### config.mk
export PLATFORM = sky130hd
export DESIGN_NAME = vector_ram_arbiter_flat
export DESIGN_NICKNAME = d
export VERILOG_FILES = /design/src/rtl/vector_ram_arbiter_if.sv /design/src/rtl/vector_ram_arbiter.sv /design/src/flat_wrapper.sv
export SDC_FILE = /design/constraint.sdc
export NUM_CORES = 1
export LEC_CHECK = 0
export ABC_AREA = 1
export CORE_AREA = 2 2 652 654
export CTS_CLUSTER_DIAMETER = 200
export DETAILED_ROUTE_END_ITERATION = 16
export DIE_AREA = 0 0 654 656
export PLACE_DENSITY = 0.3
export SYNTH_ARGS = -nofsm -noshare
export SYNTH_HDL_FRONTEND = slang
export SYNTH_SLANG_ARGS = --single-unit
### constraint.sdc
create_clock -name clk -period 2.7 [get_ports clk]
set_input_delay 0.54 -clock clk [delete_from_list [all_inputs] [get_ports clk]]
set_output_delay 0.54 -clock clk [all_outputs]
set_load 0.02 [all_outputs]
### src/rtl/vector_ram_arbiter_if.sv
// Bus bundle between the vector LSU, the host/DMA loader and the shared vector data RAM.
// The arbiter takes the slave view; the requesters and RAM side take the master view.
interface vector_ram_arbiter_if;
    // Port A: vector load/store unit
    logic         a_rden;
    logic         a_wren;
    logic         a_lock;
    logic [13:0]  a_address;
    logic [31:0]  a_byteena;
    logic [255:0] a_writeData;
    logic         a_stall;
    logic         a_rvalid;
    logic [255:0] a_readData;

    // Port B: host/DMA loader
    logic         b_req;
    logic         b_we;
    logic [13:0]  b_address;
    logic [31:0]  b_byteena;
    logic [255:0] b_writeData;
    logic         b_gnt;
    logic         b_rvalid;
    logic [255:0] b_readData;

    // RAM side
    logic         rden;
    logic         wren;
    logic [13:0]  ip_address;
    logic [31:0]  byteena;
    logic [255:0] writeData;
    logic [255:0] readData;

    modport slave (
        input  a_rden, a_wren, a_lock, a_address, a_byteena, a_writeData,
        output a_stall, a_rvalid, a_readData,
        input  b_req, b_we, b_address, b_byteena, b_writeData,
        output b_gnt, b_rvalid, b_readData,
        output rden, wren, ip_address, byteena, writeData,
        input  readData
    );

    modport master (
        output a_rden, a_wren, a_lock, a_address, a_byteena, a_writeData,
        input  a_stall, a_rvalid, a_readData,
        output b_req, b_we, b_address, b_byteena, b_writeData,
        input  b_gnt, b_rvalid, b_readData,
        input  rden, wren, ip_address, byteena, writeData,
        output readData
    );
endinterface

### src/rtl/vector_ram_arbiter.sv
// Single-port vector RAM arbiter: LSU has priority, host gets a forced slot after
// STARVE_LIMIT denied cycles, and read data is steered back by a latency-matched tag pipe.
module vector_ram_arbiter #(
    parameter int READ_LATENCY = 1,
    parameter int STARVE_LIMIT = 8
) (
    input  logic                  clk,
    input  logic                  reset,
    vector_ram_arbiter_if.slave   bus
);

    typedef enum logic {A_PRIO, FORCE_B} state_e;

    localparam logic [7:0] LIMIT = 8'(STARVE_LIMIT);

    state_e                  state_q, state_d;
    logic [7:0]              wait_cnt_q, wait_cnt_d;
    logic [READ_LATENCY-1:0] tag_vld_q, tag_own_q;

    logic         a_req, grant_a, grant_b, force_b;
    logic         rden_c, wren_c;
    logic [13:0]  addr_c;
    logic [31:0]  be_c;
    logic [255:0] wd_c;

    // Grant decision, starvation counter and next state
    always_comb begin
        // NOTE: every signal driven here gets a default first, so no path can infer a latch.
        grant_a    = 1'b0;
        grant_b    = 1'b0;
        state_d    = A_PRIO;
        wait_cnt_d = wait_cnt_q;
        a_req      = bus.a_rden | bus.a_wren;

        // A counter left saturated by an a_lock window forces B as soon as the lock drops.
        force_b = (state_q == FORCE_B) ||
                  (!bus.a_lock && bus.b_req && (wait_cnt_q == LIMIT));

        if (force_b) begin
            grant_b = bus.b_req;
        end else if (bus.a_lock || a_req) begin
            grant_a = a_req;
        end else begin
            grant_b = bus.b_req;
        end

        if (!bus.b_req || grant_b) begin
            wait_cnt_d = 8'd0;
        end else if (wait_cnt_q != LIMIT) begin
            wait_cnt_d = wait_cnt_q + 8'd1;
        end

        if (!force_b && !bus.a_lock && bus.b_req && (wait_cnt_d == LIMIT)) begin
            state_d = FORCE_B;
        end
    end

    // RAM request mux; everything is held at zero while reset is asserted
    always_comb begin
        rden_c = 1'b0;
        wren_c = 1'b0;
        addr_c = bus.a_address;
        be_c   = '0;
        wd_c   = '0;
        if (reset) begin
            addr_c = '0;
        end else if (grant_a) begin
            rden_c = bus.a_rden & ~bus.a_wren;
            wren_c = bus.a_wren;
            be_c   = bus.a_byteena;
            wd_c   = bus.a_writeData;
        end else if (grant_b) begin
            rden_c = ~bus.b_we;
            wren_c = bus.b_we;
            addr_c = bus.b_address;
            be_c   = bus.b_byteena;
            wd_c   = bus.b_writeData;
        end
    end

    always_ff @(posedge clk) begin
        if (reset) begin
            state_q    <= A_PRIO;
            wait_cnt_q <= 8'd0;
            tag_vld_q  <= '0;
            tag_own_q  <= '0;
        end else begin
            // NOTE: non-blocking assignments let each tag stage take the previous stage's old value.
            state_q      <= state_d;
            wait_cnt_q   <= wait_cnt_d;
            tag_vld_q[0] <= rden_c;
            tag_own_q[0] <= grant_b;
            for (int i = 1; i < READ_LATENCY; i++) begin
                tag_vld_q[i] <= tag_vld_q[i-1];
                tag_own_q[i] <= tag_own_q[i-1];
            end
        end
    end

    assign bus.a_stall    = ~reset & a_req & ~grant_a;
    assign bus.b_gnt      = ~reset & grant_b;
    assign bus.rden       = rden_c;
    assign bus.wren       = wren_c;
    assign bus.ip_address = addr_c;
    assign bus.byteena    = be_c;
    assign bus.writeData  = wd_c;

    assign bus.a_rvalid   = ~reset & tag_vld_q[READ_LATENCY-1] & ~tag_own_q[READ_LATENCY-1];
    assign bus.b_rvalid   = ~reset & tag_vld_q[READ_LATENCY-1] &  tag_own_q[READ_LATENCY-1];
    assign bus.a_readData = bus.readData;
    assign bus.b_readData = bus.readData;

endmodule

### src/flat_wrapper.sv
// flat-port wrapper written by rule: the top's interface ports become plain ports
module vector_ram_arbiter_flat 
#(
    parameter int READ_LATENCY = 1,
    parameter int STARVE_LIMIT = 8
)
  (clk, reset, bus_a_rden, bus_a_wren, bus_a_lock, bus_a_address, bus_a_byteena, bus_a_writeData, bus_a_stall, bus_a_rvalid, bus_a_readData, bus_b_req, bus_b_we, bus_b_address, bus_b_byteena, bus_b_writeData, bus_b_gnt, bus_b_rvalid, bus_b_readData, bus_rden, bus_wren, bus_ip_address, bus_byteena, bus_writeData, bus_readData);
  vector_ram_arbiter_if bus_i ();
  input  logic clk;
  input  logic reset;
  input wire logic [$bits(bus_i.a_rden)-1:0] bus_a_rden;
  input wire logic [$bits(bus_i.a_wren)-1:0] bus_a_wren;
  input wire logic [$bits(bus_i.a_lock)-1:0] bus_a_lock;
  input wire logic [$bits(bus_i.a_address)-1:0] bus_a_address;
  input wire logic [$bits(bus_i.a_byteena)-1:0] bus_a_byteena;
  input wire logic [$bits(bus_i.a_writeData)-1:0] bus_a_writeData;
  output wire logic [$bits(bus_i.a_stall)-1:0] bus_a_stall;
  output wire logic [$bits(bus_i.a_rvalid)-1:0] bus_a_rvalid;
  output wire logic [$bits(bus_i.a_readData)-1:0] bus_a_readData;
  input wire logic [$bits(bus_i.b_req)-1:0] bus_b_req;
  input wire logic [$bits(bus_i.b_we)-1:0] bus_b_we;
  input wire logic [$bits(bus_i.b_address)-1:0] bus_b_address;
  input wire logic [$bits(bus_i.b_byteena)-1:0] bus_b_byteena;
  input wire logic [$bits(bus_i.b_writeData)-1:0] bus_b_writeData;
  output wire logic [$bits(bus_i.b_gnt)-1:0] bus_b_gnt;
  output wire logic [$bits(bus_i.b_rvalid)-1:0] bus_b_rvalid;
  output wire logic [$bits(bus_i.b_readData)-1:0] bus_b_readData;
  output wire logic [$bits(bus_i.rden)-1:0] bus_rden;
  output wire logic [$bits(bus_i.wren)-1:0] bus_wren;
  output wire logic [$bits(bus_i.ip_address)-1:0] bus_ip_address;
  output wire logic [$bits(bus_i.byteena)-1:0] bus_byteena;
  output wire logic [$bits(bus_i.writeData)-1:0] bus_writeData;
  input wire logic [$bits(bus_i.readData)-1:0] bus_readData;
  assign bus_i.a_rden = bus_a_rden;
  assign bus_i.a_wren = bus_a_wren;
  assign bus_i.a_lock = bus_a_lock;
  assign bus_i.a_address = bus_a_address;
  assign bus_i.a_byteena = bus_a_byteena;
  assign bus_i.a_writeData = bus_a_writeData;
  assign bus_a_stall = bus_i.a_stall;
  assign bus_a_rvalid = bus_i.a_rvalid;
  assign bus_a_readData = bus_i.a_readData;
  assign bus_i.b_req = bus_b_req;
  assign bus_i.b_we = bus_b_we;
  assign bus_i.b_address = bus_b_address;
  assign bus_i.b_byteena = bus_b_byteena;
  assign bus_i.b_writeData = bus_b_writeData;
  assign bus_b_gnt = bus_i.b_gnt;
  assign bus_b_rvalid = bus_i.b_rvalid;
  assign bus_b_readData = bus_i.b_readData;
  assign bus_rden = bus_i.rden;
  assign bus_wren = bus_i.wren;
  assign bus_ip_address = bus_i.ip_address;
  assign bus_byteena = bus_i.byteena;
  assign bus_writeData = bus_i.writeData;
  assign bus_i.readData = bus_readData;
  vector_ram_arbiter #(.READ_LATENCY(READ_LATENCY), .STARVE_LIMIT(STARVE_LIMIT)) u_core (.clk(clk), .reset(reset), .bus(bus_i));
endmodule
==> results of run 1 <==
==> area by class of cell <==
type,instances,share of cell area [%]
timing repair buffer,1143,51.5
tap,5663,24.0
multi-input combinational,983,22.8
sequential,11,0.759
antenna,55,0.467
clock buffer,4,0.267
inverter,16,0.229
==> cells by family (layout without fill, tap and decap cells) <==
family / Yosys count / in the layout / share of synthesized area, %
and+or+nand+nor: 952 / 952 / 43.4
buffers and inverters: 597 / 1163 / 51.7
AOI/OAI and AO/OA: 25 / 25 / 1.54
DFF: 11 / 11 / 2.62
xor gates and xnor gates: 4 / 4 / 0.417
adders and majority gates: 2 / 2 / 0.298
other: 0 / 55 / 0
==> through the flow <==
step           instances  setup TNS, ns  hold slack, ns
2_1_floorplan       1591              0           0.493
3_3_place_gp        7680        -277.11           0.525
3_5_place_dp        7680        -283.79           0.555
4_1_cts             7781         -97.04           0.561
5_1_grt             7856         -98.16           0.592
6_report            7875         -58.01           0.569
==> state kept, by name (all words and copies together), names as in the netlist <==
signal	count
u_core.wait_cnt_q	8
u_core.tag_vld_q	1
u_core.tag_own_q	1
u_core.state_q	1
==> final timing paths <==
check | startpoint | end | slack, ns
setup reg to reg | u_core.wait_cnt_q[0] | u_core.wait_cnt_q[2] | 0.68
setup / recovery | bus_b_req | bus_byteena[3] | -0.32
hold / removal | u_core.wait_cnt_q[6] | u_core.wait_cnt_q[6] | 0.57
hold reg to reg | u_core.wait_cnt_q[6] | u_core.wait_cnt_q[6] | 0.57
==> timing repair <==
action	CTS	global route
pin swaps	81	86
hold endpoints to repair	0	0
setup buffers	70	39
resized for setup	828	449
cloned	31	11
hold buffers	0	0
endpoints found under the setup margin	306	305
==> routing by layer <==
layer  share of wire [%]  vias to the layer above  routed length [um]
li1                    -                     5474                   -
met1                  26                     6448               90600
met2                  43                     2385              151000
met3                  28                      603              101000
met4                 2.7                      132                9470
met5                0.50                        -                1770
==> power breakdown <==
group / switching, mW / internal, mW
Clock: 0.0767 / 0.199
Combinational: 2.34 / 2.27
Sequential: 0.00136 / 0.166
Total: 2.42 / 2.63
==> worst max-delay path: cells and delay by family <==
kind,cells,cell delay (ns)
AO/OA/AOI/OAI,1,0.15
buffers and inverters,10,1.30
AND/OR/NAND/NOR,5,0.42
==> layout by cell type (no fill, tap or decap), types with 4 or more instances in the layout <==
cell,instances
nor2_4,5
nand3_1,19
buf_8,12
buf_6,88
a21oi_1,19
buf_4,90
clkbuf_16,14
nand2_2,266
nand2_1,396
nand2_8,42
diode_2,55
dfxtp_1,8
buf_12,284
clkdlybuf4s50_1,605
nor3_1,5
inv_2,4
bufbuf_16,5
nor2_1,17
inv_1,11
buf_16,40
nand2_4,195
buf_2,5
==> qor.yml, run 1 <==
placed_area_sq_um: 23600
gp_congestion: 0.918
reg2reg_depth: 12
clockBufferDepth: 2
synth_top_area_share_pct: 47.0
drive_gt1_share_pct: 49.3
synth_nets: 2460
synth_common_cells: "nand2_1 (897), buf_4 (526), buf_2 (34), nand3_1 (21), a21oi_1 (20)"
grt_start_max_net_pins: 20
clock.fmax_mhz: 331
grt_use_met2_pct: 24.1
critical_path_arrival_ns: 2.48
hpwl_mm: 331
start_util_pct: 1.99
top_level_ports: 1687
h-tree-depth: 1
worst-setup-path-type: "input pin to output pin"
antenna_found_initial: 260
clk_latency_ns: 0.24
gr-usage-met3_pct: 21.0
synth.area.top_cells: "buf_4 (47%), nand2_1 (40%), dfxtp_1 (2.6%), buf_2 (2.0%), buf_6 (1.5%)"
grt_usage_pct: 15.7
synth_edf_count: 0
avgSynthCellArea_sq_um: 5.28
drv_cap: 0
drt_iter0_drc: 926
routed_wl_mm: 354
setup_ws_ns: -0.325
grt_busiest_layer: "met2"
power.density_nw_per_um2: 171
cp_slowest_cell: "buf_16"
slew_headroom_pct: 63.4
die_h_um: 656
stdcell_area_sq_um: 29500
status: "complete, but fails checks"
vias: 15042
synth_area_sq_um: 8390
die_x_um: 654
final-hold-violation-count: 0
syn_inst: 1591
cts_tree: "yes"
worst_setup_path_start_kind: "input pin"
area_growth_pct: 251
min_period_over_period_pct: 112
min_period_ns: 3.02
clkSinkCount: 11
ys_types: 26
grt_use_met1_pct: 11.7
worstPathMaxFanout: 7
worst_path_most_repeated_cell: "buf_12"
fp-row-count: 239
end_kind: "output pin"
multiInputGateArea_sq_um: 6720
peakVddDrop_mv: 0.184
synth_ff_type: "dfxtp_1"
via_per_inst: 1.91
rsz0062_at_grt: "true"
core_area_sq_um: 422000
drt_drc_violations_left: 0
total_power_mw: 5.05
worstPathCellList: "buf_6, inv_8, nor2_4, buf_6, a21oi_4, nand2_2, nor2_4, buf_6, buf_12, buf_12, buf_16, buf_12, buf_16, nand2_4, nand2_4, buf_12"
hold_depth: 2
nets: 3027
final_antenna_net_count: 0
grt_overflow: 0
nFillCells: 49730
synth-seq-cells: 11
async_reset_ff_share_pct: 0
portBuffers: 918
max_stage_delay_ns: 0.17
ys_seq_area_share_pct: 2.62
clk_pin_slew_ns: 0.04
yosysTopAreaCell: "buf_4"
finClkSkew_ns: 0.00263
worstPathRequired_ns: 2.16
worst_hold_path_type: "flip-flop to flip-flop"
drt-wirelength-per-cell_um: 45.0
failed_checks: "negative setup slack"
drtPass1Iterations: 5
regArea_sq_um: 224
cts-buffers-inserted: 3
final_util_pct: 6.98
root_buffer: "clkbuf_16"
fp.dieArea_sq_um: 429000
p_leak_nw: 10.5
worstMarginPinSlew_ns: 0.547
grt_pass1_wl_mm: 385
finalSetupViolations: 303
synth.most_common_cell: "nand2_1"
yosys_warnings: 0
first_global_vias: 14085
drv_slew: 0
dp_slack_ns: -1.47
(Power assumes the default switching activity.)
==> run 2, diff against run 1 <==
--- a/config.mk
+++ b/config.mk
@@ -6,6 +6,7 @@
 export NUM_CORES = 1
 export LEC_CHECK = 0
 export ABC_AREA = 1
+export CAP_MARGIN = 5
 export CORE_AREA = 2 2 652 654
 export CTS_CLUSTER_DIAMETER = 200
 export DETAILED_ROUTE_END_ITERATION = 16
==> results of run 2 <==
The final DEF is identical to that of run 1; final timing and power are the same.
==> run 3, diff against run 2 <==
--- a/config.mk
+++ b/config.mk
@@ -8,7 +8,7 @@
 export ABC_AREA = 1
 export CAP_MARGIN = 5
 export CORE_AREA = 2 2 652 654
-export CTS_CLUSTER_DIAMETER = 200
+export CTS_CLUSTER_DIAMETER = 30
 export DETAILED_ROUTE_END_ITERATION = 16
 export DIE_AREA = 0 0 654 656
 export PLACE_DENSITY = 0.3
==> results of run 3 <==
The final DEF is identical to that of run 1; final timing and power are the same.
